### config.mk
export PLATFORM = sky130hd
export DESIGN_NAME = systolic_sequencer
export DESIGN_NICKNAME = d
export VERILOG_FILES = /design/src/rtl/systolic_pkg.sv /design/src/rtl/systolic_sequencer_addr_gen.sv /design/src/rtl/systolic_sequencer.sv
export SDC_FILE = /design/constraint.sdc
export NUM_CORES = 1
export LEC_CHECK = 0
export ABC_AREA = 1
export BUFFER_PORTS_ARGS = -buffer_cell sky130_fd_sc_hd__buf_2
export CORE_AREA = 2 2 96 98
export DETAILED_ROUTE_END_ITERATION = 6
export DIE_AREA = 0 0 98 100
export PLACE_DENSITY = 0.78
export SLEW_MARGIN = 40
export SYNTH_ARGS = -nofsm -noshare
export SYNTH_HDL_FRONTEND = slang
export SYNTH_SLANG_ARGS = --single-unit
export TNS_END_PERCENT = 100
### constraint.sdc
create_clock -name clk -period 2.05 [get_ports clk]
set_input_delay 0.205 -clock clk [delete_from_list [all_inputs] [get_ports clk]]
set_output_delay 0.205 -clock clk [all_outputs]
set_load 0.01 [all_outputs]
### src/rtl/systolic_pkg.sv
// Shared definitions for the systolic-array sequencer and the APB config register block.
package systolic_pkg;

    localparam int DEF_ADDR_W   = 11;
    localparam int DEF_DIM_W    = 5;
    localparam int DEF_BATCH_W  = 6;
    localparam int DEF_PIPE_LAT = 2;
    // Pass-relative cycle counter; L+N+1 stays below 2^8 for the default widths.
    localparam int CNT_W        = 8;

    typedef enum logic [2:0] {
        ST_IDLE,
        ST_WLOAD,
        ST_FEED,
        ST_DRAIN,
        ST_DONE
    } state_e;

endpackage

### src/rtl/systolic_sequencer_addr_gen.sv
// Loadable wrapping address counter: a load pulse yields count+1 consecutive valid addresses
// starting on the following cycle, with last marking the final one.
module addr_gen #(
    parameter int AW = 11,
    parameter int CW = 6
) (
    input  logic          clk,
    input  logic          resetn,
    input  logic          load_i,
    input  logic [AW-1:0] start_i,
    input  logic [CW-1:0] count_i,
    output logic [AW-1:0] addr_o,
    output logic          valid_o,
    output logic          last_o
);

    logic [AW-1:0] addr_q, addr_d;
    logic [CW-1:0] rem_q, rem_d;
    logic          valid_q, valid_d;

    always_comb begin
        addr_d  = addr_q;
        rem_d   = rem_q;
        valid_d = valid_q;
        if (load_i) begin
            addr_d  = start_i;
            rem_d   = count_i;
            valid_d = 1'b1;
        end else if (valid_q) begin
            if (rem_q == '0) begin
                valid_d = 1'b0;
            end else begin
                addr_d = addr_q + AW'(1);
                rem_d  = rem_q - CW'(1);
            end
        end
    end

    always_ff @(posedge clk or negedge resetn) begin
        if (!resetn) begin
            addr_q  <= '0;
            rem_q   <= '0;
            valid_q <= 1'b0;
        end else begin
            addr_q  <= addr_d;
            rem_q   <= rem_d;
            valid_q <= valid_d;
        end
    end

    assign addr_o  = addr_q;
    assign valid_o = valid_q;
    assign last_o  = valid_q && (rem_q == '0);

endmodule

### src/rtl/systolic_sequencer.sv
// Sequences one systolic-array pass: weight load, activation read stream, and partial-sum
// read/write streams delayed by the array's row+column propagation latency.
module systolic_sequencer
    import systolic_pkg::*;
#(
    parameter int ADDR_W   = DEF_ADDR_W,
    parameter int DIM_W    = DEF_DIM_W,
    parameter int BATCH_W  = DEF_BATCH_W,
    // Must be at least 2 so the partial-sum stream is launched after the pass has begun.
    parameter int PIPE_LAT = DEF_PIPE_LAT
) (
    input  logic               clk,
    input  logic               resetn,
    input  logic               weight_transfer,
    input  logic               systolic_start,
    input  logic [DIM_W-1:0]   last_row,
    input  logic [DIM_W-1:0]   last_col,
    input  logic [ADDR_W-1:0]  activations_addr_start,
    input  logic [ADDR_W-1:0]  partialsums_addr_start,
    input  logic [BATCH_W-1:0] batch,
    input  logic               accumulate,
    output logic               weight_load,
    output logic               act_rd_en,
    output logic [ADDR_W-1:0]  act_rd_addr,
    output logic               ps_rd_en,
    output logic [ADDR_W-1:0]  ps_rd_addr,
    output logic               ps_wr_en,
    output logic [ADDR_W-1:0]  ps_wr_addr,
    output logic               ps_acc,
    output logic               busy,
    output logic               done
);

    localparam int LAT_W = DIM_W + 2;

    state_e              state_q, state_d;
    logic                wt_pend_q, wt_pend_d;
    logic                st_pend_q, st_pend_d;
    logic                accept_start;
    logic [ADDR_W-1:0]   ps_start_q;
    logic [BATCH_W-1:0]  batch_q;
    logic                acc_q;
    logic [LAT_W-1:0]    lat_q;
    logic [CNT_W-1:0]    t_q;
    logic                in_pass;
    logic                ps_load;
    logic                act_last;
    logic [ADDR_W-1:0]   rd_addr;
    logic                rd_valid;
    logic                rd_last;
    logic                wr_en_q;
    logic [ADDR_W-1:0]   wr_addr_q;
    logic                wr_last_q;

    always_comb begin
        state_d      = state_q;
        wt_pend_d    = wt_pend_q | weight_transfer;
        st_pend_d    = st_pend_q | systolic_start;
        accept_start = 1'b0;
        case (state_q)
            ST_IDLE: begin
                // Weight requests win so a same-cycle start runs with the new weights.
                if (wt_pend_d) begin
                    state_d   = ST_WLOAD;
                    wt_pend_d = 1'b0;
                end else if (st_pend_d) begin
                    state_d      = ST_FEED;
                    st_pend_d    = 1'b0;
                    accept_start = 1'b1;
                end
            end
            ST_WLOAD: state_d = ST_IDLE;
            ST_FEED:  if (act_last) state_d = ST_DRAIN;
            ST_DRAIN: if (wr_last_q) state_d = ST_DONE;
            ST_DONE:  state_d = ST_IDLE;
            default:  state_d = ST_IDLE;
        endcase
    end

    always_ff @(posedge clk or negedge resetn) begin
        if (!resetn) begin
            state_q   <= ST_IDLE;
            wt_pend_q <= 1'b0;
            st_pend_q <= 1'b0;
        end else begin
            state_q   <= state_d;
            wt_pend_q <= wt_pend_d;
            st_pend_q <= st_pend_d;
        end
    end

    // Config is captured at acceptance; t_q counts cycles since acceptance during the pass.
    always_ff @(posedge clk or negedge resetn) begin
        if (!resetn) begin
            ps_start_q <= '0;
            batch_q    <= '0;
            acc_q      <= 1'b0;
            lat_q      <= '0;
            t_q        <= '0;
        end else if (accept_start) begin
            ps_start_q <= partialsums_addr_start;
            batch_q    <= batch;
            acc_q      <= accumulate;
            lat_q      <= LAT_W'(PIPE_LAT) + {2'b00, last_row} + {2'b00, last_col};
            t_q        <= CNT_W'(1);
        end else if (in_pass) begin
            t_q <= t_q + CNT_W'(1);
        end
    end

    assign in_pass = (state_q == ST_FEED) || (state_q == ST_DRAIN);
    // Launching at L-1 puts the read stream at S+L and the delayed write stream at S+L+1.
    assign ps_load = in_pass && (t_q == (CNT_W'(lat_q) - CNT_W'(1)));

    addr_gen #(.AW(ADDR_W), .CW(BATCH_W)) u_act_gen (
        .clk     (clk),
        .resetn  (resetn),
        .load_i  (accept_start),
        .start_i (activations_addr_start),
        .count_i (batch),
        .addr_o  (act_rd_addr),
        .valid_o (act_rd_en),
        .last_o  (act_last)
    );

    addr_gen #(.AW(ADDR_W), .CW(BATCH_W)) u_ps_gen (
        .clk     (clk),
        .resetn  (resetn),
        .load_i  (ps_load),
        .start_i (ps_start_q),
        .count_i (batch_q),
        .addr_o  (rd_addr),
        .valid_o (rd_valid),
        .last_o  (rd_last)
    );

    always_ff @(posedge clk or negedge resetn) begin
        if (!resetn) begin
            wr_en_q   <= 1'b0;
            wr_addr_q <= '0;
            wr_last_q <= 1'b0;
        end else begin
            wr_en_q   <= rd_valid;
            wr_addr_q <= rd_addr;
            wr_last_q <= rd_last;
        end
    end

    assign ps_rd_en    = rd_valid && acc_q;
    assign ps_rd_addr  = rd_addr;
    assign ps_wr_en    = wr_en_q;
    assign ps_wr_addr  = wr_addr_q;
    assign ps_acc      = acc_q;
    assign busy        = (state_q != ST_IDLE);
    assign done        = (state_q == ST_DONE);
    assign weight_load = (state_q == ST_WLOAD);

endmodule

==> results of run 1 <==
[per-stage QoR]
step / util, % / setup slack, ns
global placement: 60.3 / 0.193
finish: 63.4 / 0.153
CTS: 62.6 / 0.0681
global route: 63.4 / 0.000587
floorplan: - / 0.317
detailed placement: 60.3 / 0.0682
[cells by family (layout without fill, tap and decap cells)]
group           count (synthesis)  after routing  synth area share (%)
simple gates                  334            335                  31.4
xor+xnor                       18             18                  3.28
compound gates                 61             61                  6.90
flops                          87             87                  45.3
fa+ha+maj                      18             18                  4.84
buf+inv                        95            192                  8.25
[synthesized netlist by cell type (3+ instances only)]
cell / instances
a21oi_1: 12
a31oi_1: 3
buf_2: 6
buf_6: 3
clkbuf_1: 5
dfrtp_1: 87
ha_1: 17
inv_1: 76
nand2_1: 166
nand2_2: 4
nand3_1: 67
nand4_1: 6
nor2_1: 55
nor2_2: 5
nor2_4: 3
nor3_1: 17
o211ai_1: 5
o21ai_0: 37
xnor2_1: 4
xor2_1: 14
[report_power, final]
part           internal, mW  leakage, nW  switching (mW)
sequential             2.43         1.09           0.653
clock                 0.573       0.0925           0.660
combinational          1.39         1.78            2.21
total                  4.39         2.96            3.53
[timing repair]
item,CTS,global route
hold buffers,1,0
gates resized for setup,0,6
endpoints found under the setup margin,0,27
buffers inserted,0,3
endpoints found under the hold margin,21,0
[critical path, delay by kind of cell (launching register included)]
kind / cells / cell delay, ns
xor gates and xnor gates: 1 / 0.14
adders and majority gates: 1 / 0.30
buffers and inverters: 1 / 0.13
DFF: 1 / 0.38
and+or+nand+nor: 6 / 0.86
[worst paths after layout]
kind,to,slack (ns),cells past startpoint
hold / removal,ps_start_q[8],0.03,3
hold reg to reg,ps_wr_addr[10],0.45,0
setup / recovery,u_ps_gen.rem_q[2],0.15,9
max in group asynchronous,ps_start_q[3],1.18,3
setup reg to reg,u_ps_gen.rem_q[2],0.15,9
min in group asynchronous,ps_wr_addr[0],0.27,2
[routing by layer]
layer  part of all wire [%]  wire [um]
met3                    5.2        556
met4                    2.5        266
met1                     44       4740
met5                      0          0
met2                     48       5110
[registers in the layout, indices dropped and copies added, names as in the netlist, 3 cells and up]
register	count
ps_start_q	11
ps_wr_addr	11
u_act_gen.addr_o	11
u_ps_gen.addr_o	11
t_q	8
lat_q	7
batch_q	6
u_act_gen.rem_q	6
u_ps_gen.rem_q	6
state_q	3
[cell type report]
cell class                      instances  area share [%]
Tap cell                              111            2.46
Timing Repair Buffer                   97            9.87
Multi-Input combinational cell        432            40.2
Clock buffer                            9            2.20
Inverter                               79            5.30
Clock inverter                          7            1.40
Sequential cell                        87            38.6
==> results.toml, run 1 <==
[setup_path]
critPathLaunch = "lat_q[0]"
cp_slowest_stage_delay_ns = 0.38
cp_max_fo = 8
r2r-start = "lat_q[0]"
slowest_stage = "dfrtp_1"
setup.worst_path.end_class = "register"
crit_path_frequent_cell = "nand3_1"
crit_path_start_kind = "register"
arrival_ns = 2.16
critPathKind = "reg -> reg"
cp_cell_sequence = "inv_1 > ha_2 > xnor2_1 > nor2_2 > nand2_1 > nor2_4 > nand3_2 > nand3_1 > nand3_1"
required_ns = 2.31

[cells_and_area]
diodes = 0
layout-drive-gt1-share_pct = 19.3
fin_area_um2 = 5640
final_cell_mix = "nand2_1, dfrtp_1, buf_2"
fillers = 797
nets = 767
area_growth_pct = 17.3
regArea_um2 = 2180
fin_cells = 822
multi_input_area_um2 = 2260
layout_commonest_cell = "nand2_1"

[cts]
cts_tree = "yes"
cts-root-buf = "clkbuf_8"
cts_made_buffers = 9
cts.sinks = 87
insertion_delay_ns = 0.37
clock_tree.buffer_depth = 2
htree_levels = 3
clk_pin_slew_ns = 0.10

[pwr]
p_leak_nw = 2.96
power_mw = 7.92
vdd_drop_max_mv = 0.786
power_density_nw_per_um2 = 1400

[floorplanning]
die_area_um2 = 9800
initial_utilization_pct = 54.1
rows = 35
pin_count = 83
core_area_um2 = 8890
fp.dieH_um = 100
die_w_um = 98

[routing]
drt_pass1_iterations = 4
num_vias = 4286
finalWirelength_mm = 10.7
drcViolationCount = 0
vias_per_cell = 5.21
drt_iter0_drc = 182
antenna_left = 0
wl_per_cell_um = 13.0

[flow_run]
cap_violations = 0

[worst_hold_path]
min_path_type = "in -> reg"
min_from = "partialsums_addr_start[8]"

[grt]
busiest_layer = "met2"
track_usage_pct = 22.9
met2_usage_pct = 38.8
use_met3_pct = 3.06
grt_max_degree = 43
grt_first_pass_wirelength_mm = 18.5
use_met1_pct = 29.6
grt.overflow.total = 0
antenna_found_initial = 0
first_global_vias = 4141

[yosys]
async_flop_share_pct = 100
yosysTopAreaCellShare_pct = 45.3
yosys_warnings = 0
synth_edf_count = 0
netlist_area_um2 = 4810
synth_seq_cells = 87
syn-num-nets = 674
synth_area_leaders = "dfrtp_1, nand2_1, nand3_1"
synth.distinct_cells = 34
postSynthAreaPerCell_um2 = 7.84
synth.largest_area_cell = "dfrtp_1"
ys.flop_type = "dfrtp_1"
synth_seq_area_share_pct = 45.3
synthCells = 613

[sta]
max-slew-margin-rel_pct = 73.6
maxSlewViolCount = 0
fin_crit_ns = 1.90
hold_ws_ns = 0.0278
final.period_utilization_pct = 92.6
fmax_mhz = 527
hold_viol = 0
fin_skew_ns = 0.0153
fin_setup_tns_ns = 0
worst_pin_slew_ns = 0.394
report.final.setup_viol = 0
rsz0062_at_grt = "no"

[place]
postPlaceCellArea_um2 = 5360
place_inst = 801
dp_hpwl_mm = 7.81
io_buffers = 82
place.gp.congestion = 0.897

[status]
status = "finished, final reports clean"
(Power assumes the default switching activity.)
==> inputs of run 2 (changes only) <==
- PLACE_DENSITY: 0.78 -> 0.76
- SLEW_MARGIN: 40 -> 0
==> run 2 against run 1 <==
Compared with the run above: global-route usage about the same; critical endpoint is now u_ps_gen.addr_o[8]; largest cell class unchanged; flip-flop and latch count is the same; critical path depth stayed put; utilization fell by 0.32 points; clock skew is 0.0076 ns lower; highest routed layer unchanged; non-clock buffer count is 1 lower; clock power shrank 8%; setup slack lost 0.017 ns.
==> results.toml, run 2 (synthesized netlist as in run 1, its figures left out) <==
[pwr]
power_mw = 7.87
power_switching_share_pct = 45.8
switching_power_mw = 3.60
p_comb_share_pct = 46.6
power_density_nw_per_um2 = 1400
vdd_drop_max_mv = 0.693
seqPwrFrac_pct = 39.0
p_clk_share_pct = 14.4
internal-power_mw = 4.27
p_leak_nw = 2.95

[cts]
htree_levels = 3
cts-root-buf = "clkbuf_8"
cts_made_buffers = 9
clk_pin_slew_ns = 0.09
insertion_delay_ns = 0.37
clock_tree.buffer_depth = 2
cts_tree = "yes"
cts.sinks = 87

[sta]
rsz0062_at_grt = "no"
worst_pin_slew_ns = 0.455
fmax_mhz = 522
final.period_utilization_pct = 93.4
hold_viol = 0
max-slew-margin-rel_pct = 69.7
fin_crit_ns = 1.91
fin_skew_ns = 0.00770
report.final.setup_viol = 0
maxSlewViolCount = 0
fin_setup_tns_ns = 0

[setup_path]
required_ns = 2.31
crit_path_start_kind = "register"
setup.worst_path.end_class = "register"
r2r-start = "lat_q[0]"
critPathLaunch = "lat_q[0]"
cp_max_fo = 8
r2r_cells = 9
arrival_ns = 2.17
critPathKind = "reg -> reg"

[cells_and_area]
layout-drive-gt1-share_pct = 19.4
post-route-util_pct = 63.1
nets = 767
layout_commonest_cell = "nand2_1"
final_cell_mix = "nand2_1, dfrtp_1, buf_2"
fin_area_um2 = 5610
fin_cells = 822
diodes = 0
area_growth_pct = 16.7

[status]
status = "finished, final reports clean"

[place]
dp_hpwl_mm = 7.91
place.gp.congestion = 0.881
postPlaceCellArea_um2 = 5350
place_inst = 800
io_buffers = 82

[routing]
drcViolationCount = 0
drt_iter0_drc = 205
wl_per_cell_um = 13.4
antenna_left = 0
vias_per_cell = 5.30
finalWirelength_mm = 11.0
num_vias = 4355
drt_pass1_iterations = 5

[grt]
first_global_vias = 4146
grt.overflow.total = 0
grt_max_degree = 55
antenna_found_initial = 0
track_usage_pct = 22.8
grt_first_pass_wirelength_mm = 18.3

[floorplanning]
initial_utilization_pct = 54.1
die_area_um2 = 9800
pin_count = 83
core_area_um2 = 8890
rows = 35
die_w_um = 98
fp.dieH_um = 100

[worst_hold_path]
min_from = "partialsums_addr_start[6]"
hold-path-cell-count = 3
min_path_type = "in -> reg"

[flow_run]
cap_violations = 0
## run 2: final cells by class
type | count | area, um2
multi-input combinational | 433 | 2280
fill | 764 | 3280
inverter | 79 | 299
clock inverter | 7 | 57.6
clock buffer | 9 | 124
sequential | 87 | 2180
tap | 111 | 139
timing repair buffer | 96 | 533
## run 2: timing repair
item	CTS	global route
setup buffers	0	3
hold buffers	1	0
gates resized for setup	0	7
endpoints found under the setup margin	0	18
endpoints found under the hold margin	33	0
## run 2: worst paths after layout
path	to	slack, ns
worst max-delay path	u_ps_gen.addr_o[8]	0.14
worst min-delay path	ps_start_q[6]	0.03
worst max register to register	u_ps_gen.addr_o[8]	0.14
worst min register to register	ps_wr_en	0.46
max in group asynchronous	u_ps_gen.addr_o[10]	1.09
min in group asynchronous	ps_wr_addr[3]	0.32
## run 2: power by group through the flow
stage	sequential, mW	combinational (mW)	clock, mW
floorplan	3.08	2.40	0
global placement	3.06	3.31	0
detailed placement	3.09	3.43	0
CTS	3.06	3.45	1.16
global route	3.16	4.17	1.23
finish	3.07	3.66	1.13
## run 2: per-layer routing
layer	routed length [um]	global-route usage (%)
met2	5450	40.0
met4	191	8.12
met1	4850	29.0
met3	546	3.41
met5	0	0
## run 2: stage by stage
stage	worst slack, ns	hold slack, ns
6_report	0.136	0.0323
5_1_grt	0.0149	0.0371
3_3_place_gp	0.172	0.187
2_1_floorplan	0.317	-0.0906
3_5_place_dp	0.0918	0.192
4_1_cts	0.0810	0.0255
## run 2: critical path, cell delays in order, from the launching register on
cell	delay (ns)
dfrtp_1	0.38
inv_1	0.14
ha_2	0.30
xnor2_1	0.13
nor2_2	0.15
nand2_1	0.10
nor2_4	0.20
nand3_2	0.20
nand3_1	0.13
nand3_1	0.08
==> inputs of run 3 (changes only) <==
- CORE_AREA: 2 2 96 98 -> 2 2 107 109
- DIE_AREA: 0 0 98 100 -> 0 0 109 111
- PLACE_DENSITY: 0.76 -> 0.63
==> run 3 against run 2 <==
Compared with the run above: cell count grew 3.6%; register-to-register slack gained 0.07 ns; clock power grew 58%; power grew 8.5%; setup slack gained 0.065 ns; critical path depth is the same; non-clock buffer count is the same; clock-buffer cell count grew 2; hold slack gained 0.021 ns; utilization shrank 11 points; via count shrank 1.8%; critical endpoint is now u_ps_gen.rem_q[3].
==> results.toml, run 3 (synthesized netlist as in run 1, its figures left out) <==
[sta]
maxSlewViolCount = 0
rsz0062_at_grt = "no"
fin_skew_ns = 0.00590
fin_setup_tns_ns = 0
final.period_utilization_pct = 90.2
fin_ws_ns = 0.201
fin_crit_ns = 1.85
fmax_mhz = 541
hold_viol = 0
max-slew-margin-rel_pct = 66.6
worst_pin_slew_ns = 0.501
report.final.setup_viol = 0

[setup_path]
critPathLaunch = "lat_q[0]"
cp_slowest_stage_delay_ns = 0.38
slowest_stage = "dfrtp_1"
cp_top_family = "simple AND/OR/NAND/NOR gates"
r2r-start = "lat_q[0]"
cp_cell_sequence = "inv_1 > ha_4 > xnor2_1 > nor2_2 > nand2_1 > nor2_4 > nand3_4 > o21ai_0 > inv_1"
crit_path_frequent_cell = "inv_1"
required_ns = 2.28
cp_max_fo = 9
setup.worst_path.end_class = "register"
arrival_ns = 2.08
crit_path_start_kind = "register"
crit_buf_inv = 2
critPathKind = "reg -> reg"

[worst_hold_path]
min_from = "partialsums_addr_start[9]"
min_path_type = "in -> reg"

[grt]
track_usage_pct = 19.5
use_met3_pct = 3.35
use_met1_pct = 25.3
antenna_found_initial = 0
busiest_layer = "met2"
grt_first_pass_wirelength_mm = 19.0
grt_max_degree = 36
grt.overflow.total = 0
first_global_vias = 4145
met2_usage_pct = 32.8

[cts]
cts-root-buf = "clkbuf_16"
clock_tree.buffer_depth = 2
clk_pin_slew_ns = 0.06
cts_tree = "yes"
cts.sinks = 87
insertion_delay_ns = 0.34
htree_levels = 3
cts_made_buffers = 9

[cells_and_area]
area_growth_pct = 20.9
nets = 767
fin_cells = 852
layout-drive-gt1-share_pct = 19.2
layout_commonest_cell = "nand2_1"
diodes = 0
final_cell_mix = "nand2_1, dfrtp_1, buf_2"

[pwr]
switching_power_mw = 3.59
p_clk_share_pct = 20.8
p_comb_share_pct = 43.1
p_leak_nw = 3.02
vdd_drop_max_mv = 0.564
internal-power_mw = 4.94
seqPwrFrac_pct = 36.1
power_density_nw_per_um2 = 1470
power_switching_share_pct = 42.1

[flow_run]
cap_violations = 0

[routing]
drt_pass1_iterations = 4
antenna_left = 0
drt_iter0_drc = 183
num_vias = 4275
drcViolationCount = 0
finalWirelength_mm = 11.3
wl_per_cell_um = 13.3
vias_per_cell = 5.02

[status]
status = "finished, final reports clean"

[floorplanning]
initial_utilization_pct = 43.4
pin_count = 83
fp.dieH_um = 111
die_w_um = 109
rows = 39
die_area_um2 = 12100
core_area_um2 = 11100

[place]
place_inst = 833
place.gp.congestion = 0.856
place_ws_ns = 0.102
dp_hpwl_mm = 8.12
io_buffers = 82
run 3: changes by cell type in the layout (fill, tap and decap cells not counted), moves of 2 or more:
| cell | previous run | this run |
|---|---|---|
| clkbuf_16 | 0 | 9 |
| clkbuf_8 | 9 | 2 |
| bufinv_16 | 0 | 2 |
| clkinv_4 | 2 | 0 |
run 3: routing by layer:
metal / part of all wire [%] / up-vias
met1: 45 / 2008
met3: 5.2 / 11
met5: 0 / -
met2: 48 / 100
met4: 1.3 / 0
li1: - / 2156
run 3: worst min-delay path, delay by kind of cell:
family                 cells  cell delay (ns)
buffers and inverters      1             0.07
and+or+nand+nor            2             0.09
run 3: stage by stage:
step           utilization (%)  instance area (um2)  total power [mW]  hold WS [ns]
2_1_floorplan                -                 4810              5.48       -0.0906
3_3_place_gp              48.7                 5400              6.43         0.208
3_5_place_dp              48.7                 5400              6.54         0.208
4_1_cts                   51.7                 5730              8.35        0.0545
5_1_grt                   52.5                 5810              9.25        0.0671
6_report                  52.5                 5810              8.53        0.0538
run 3: path summary, 6_finish.rpt:
kind / endpoint / slack [ns] / cells past startpoint
min reg2reg: ps_wr_addr[10] / 0.45 / 0
max in group asynchronous: lat_q[0] / 1.05 / 3
max reg2reg: u_ps_gen.rem_q[3] / 0.20 / 9
min in group asynchronous: state_q[1] / 0.37 / 2
min: ps_start_q[9] / 0.05 / 3
max: u_ps_gen.rem_q[3] / 0.20 / 9
run 3: power groups by stage:
stage / Combinational [mW] / Sequential [mW] / Clock (mW)
after floorplan: 2.40 / 3.08 / 0
after detailed placement: 3.44 / 3.10 / 0
after global routing: 4.18 / 3.19 / 1.89
after global placement: 3.34 / 3.08 / 0
after CTS: 3.46 / 3.08 / 1.81
final: 3.67 / 3.08 / 1.78
run 3: repair_timing:
item / in CTS / in global routing
resized for setup: 0 / 10
endpoints found under the setup margin: 0 / 22
buffers inserted: 0 / 2
hold endpoints to repair: 33 / 0
hold buffers: 1 / 0
run 3: cell type report:
class / count / area [um2]
inverter: 79 / 299
timing repair buffer: 96 / 537
sequential: 87 / 2180
clock inverter: 3 / 67.6
clock buffer: 11 / 253
multi-input combinational: 433 / 2300
tap: 143 / 179
fill: 1067 / 5270
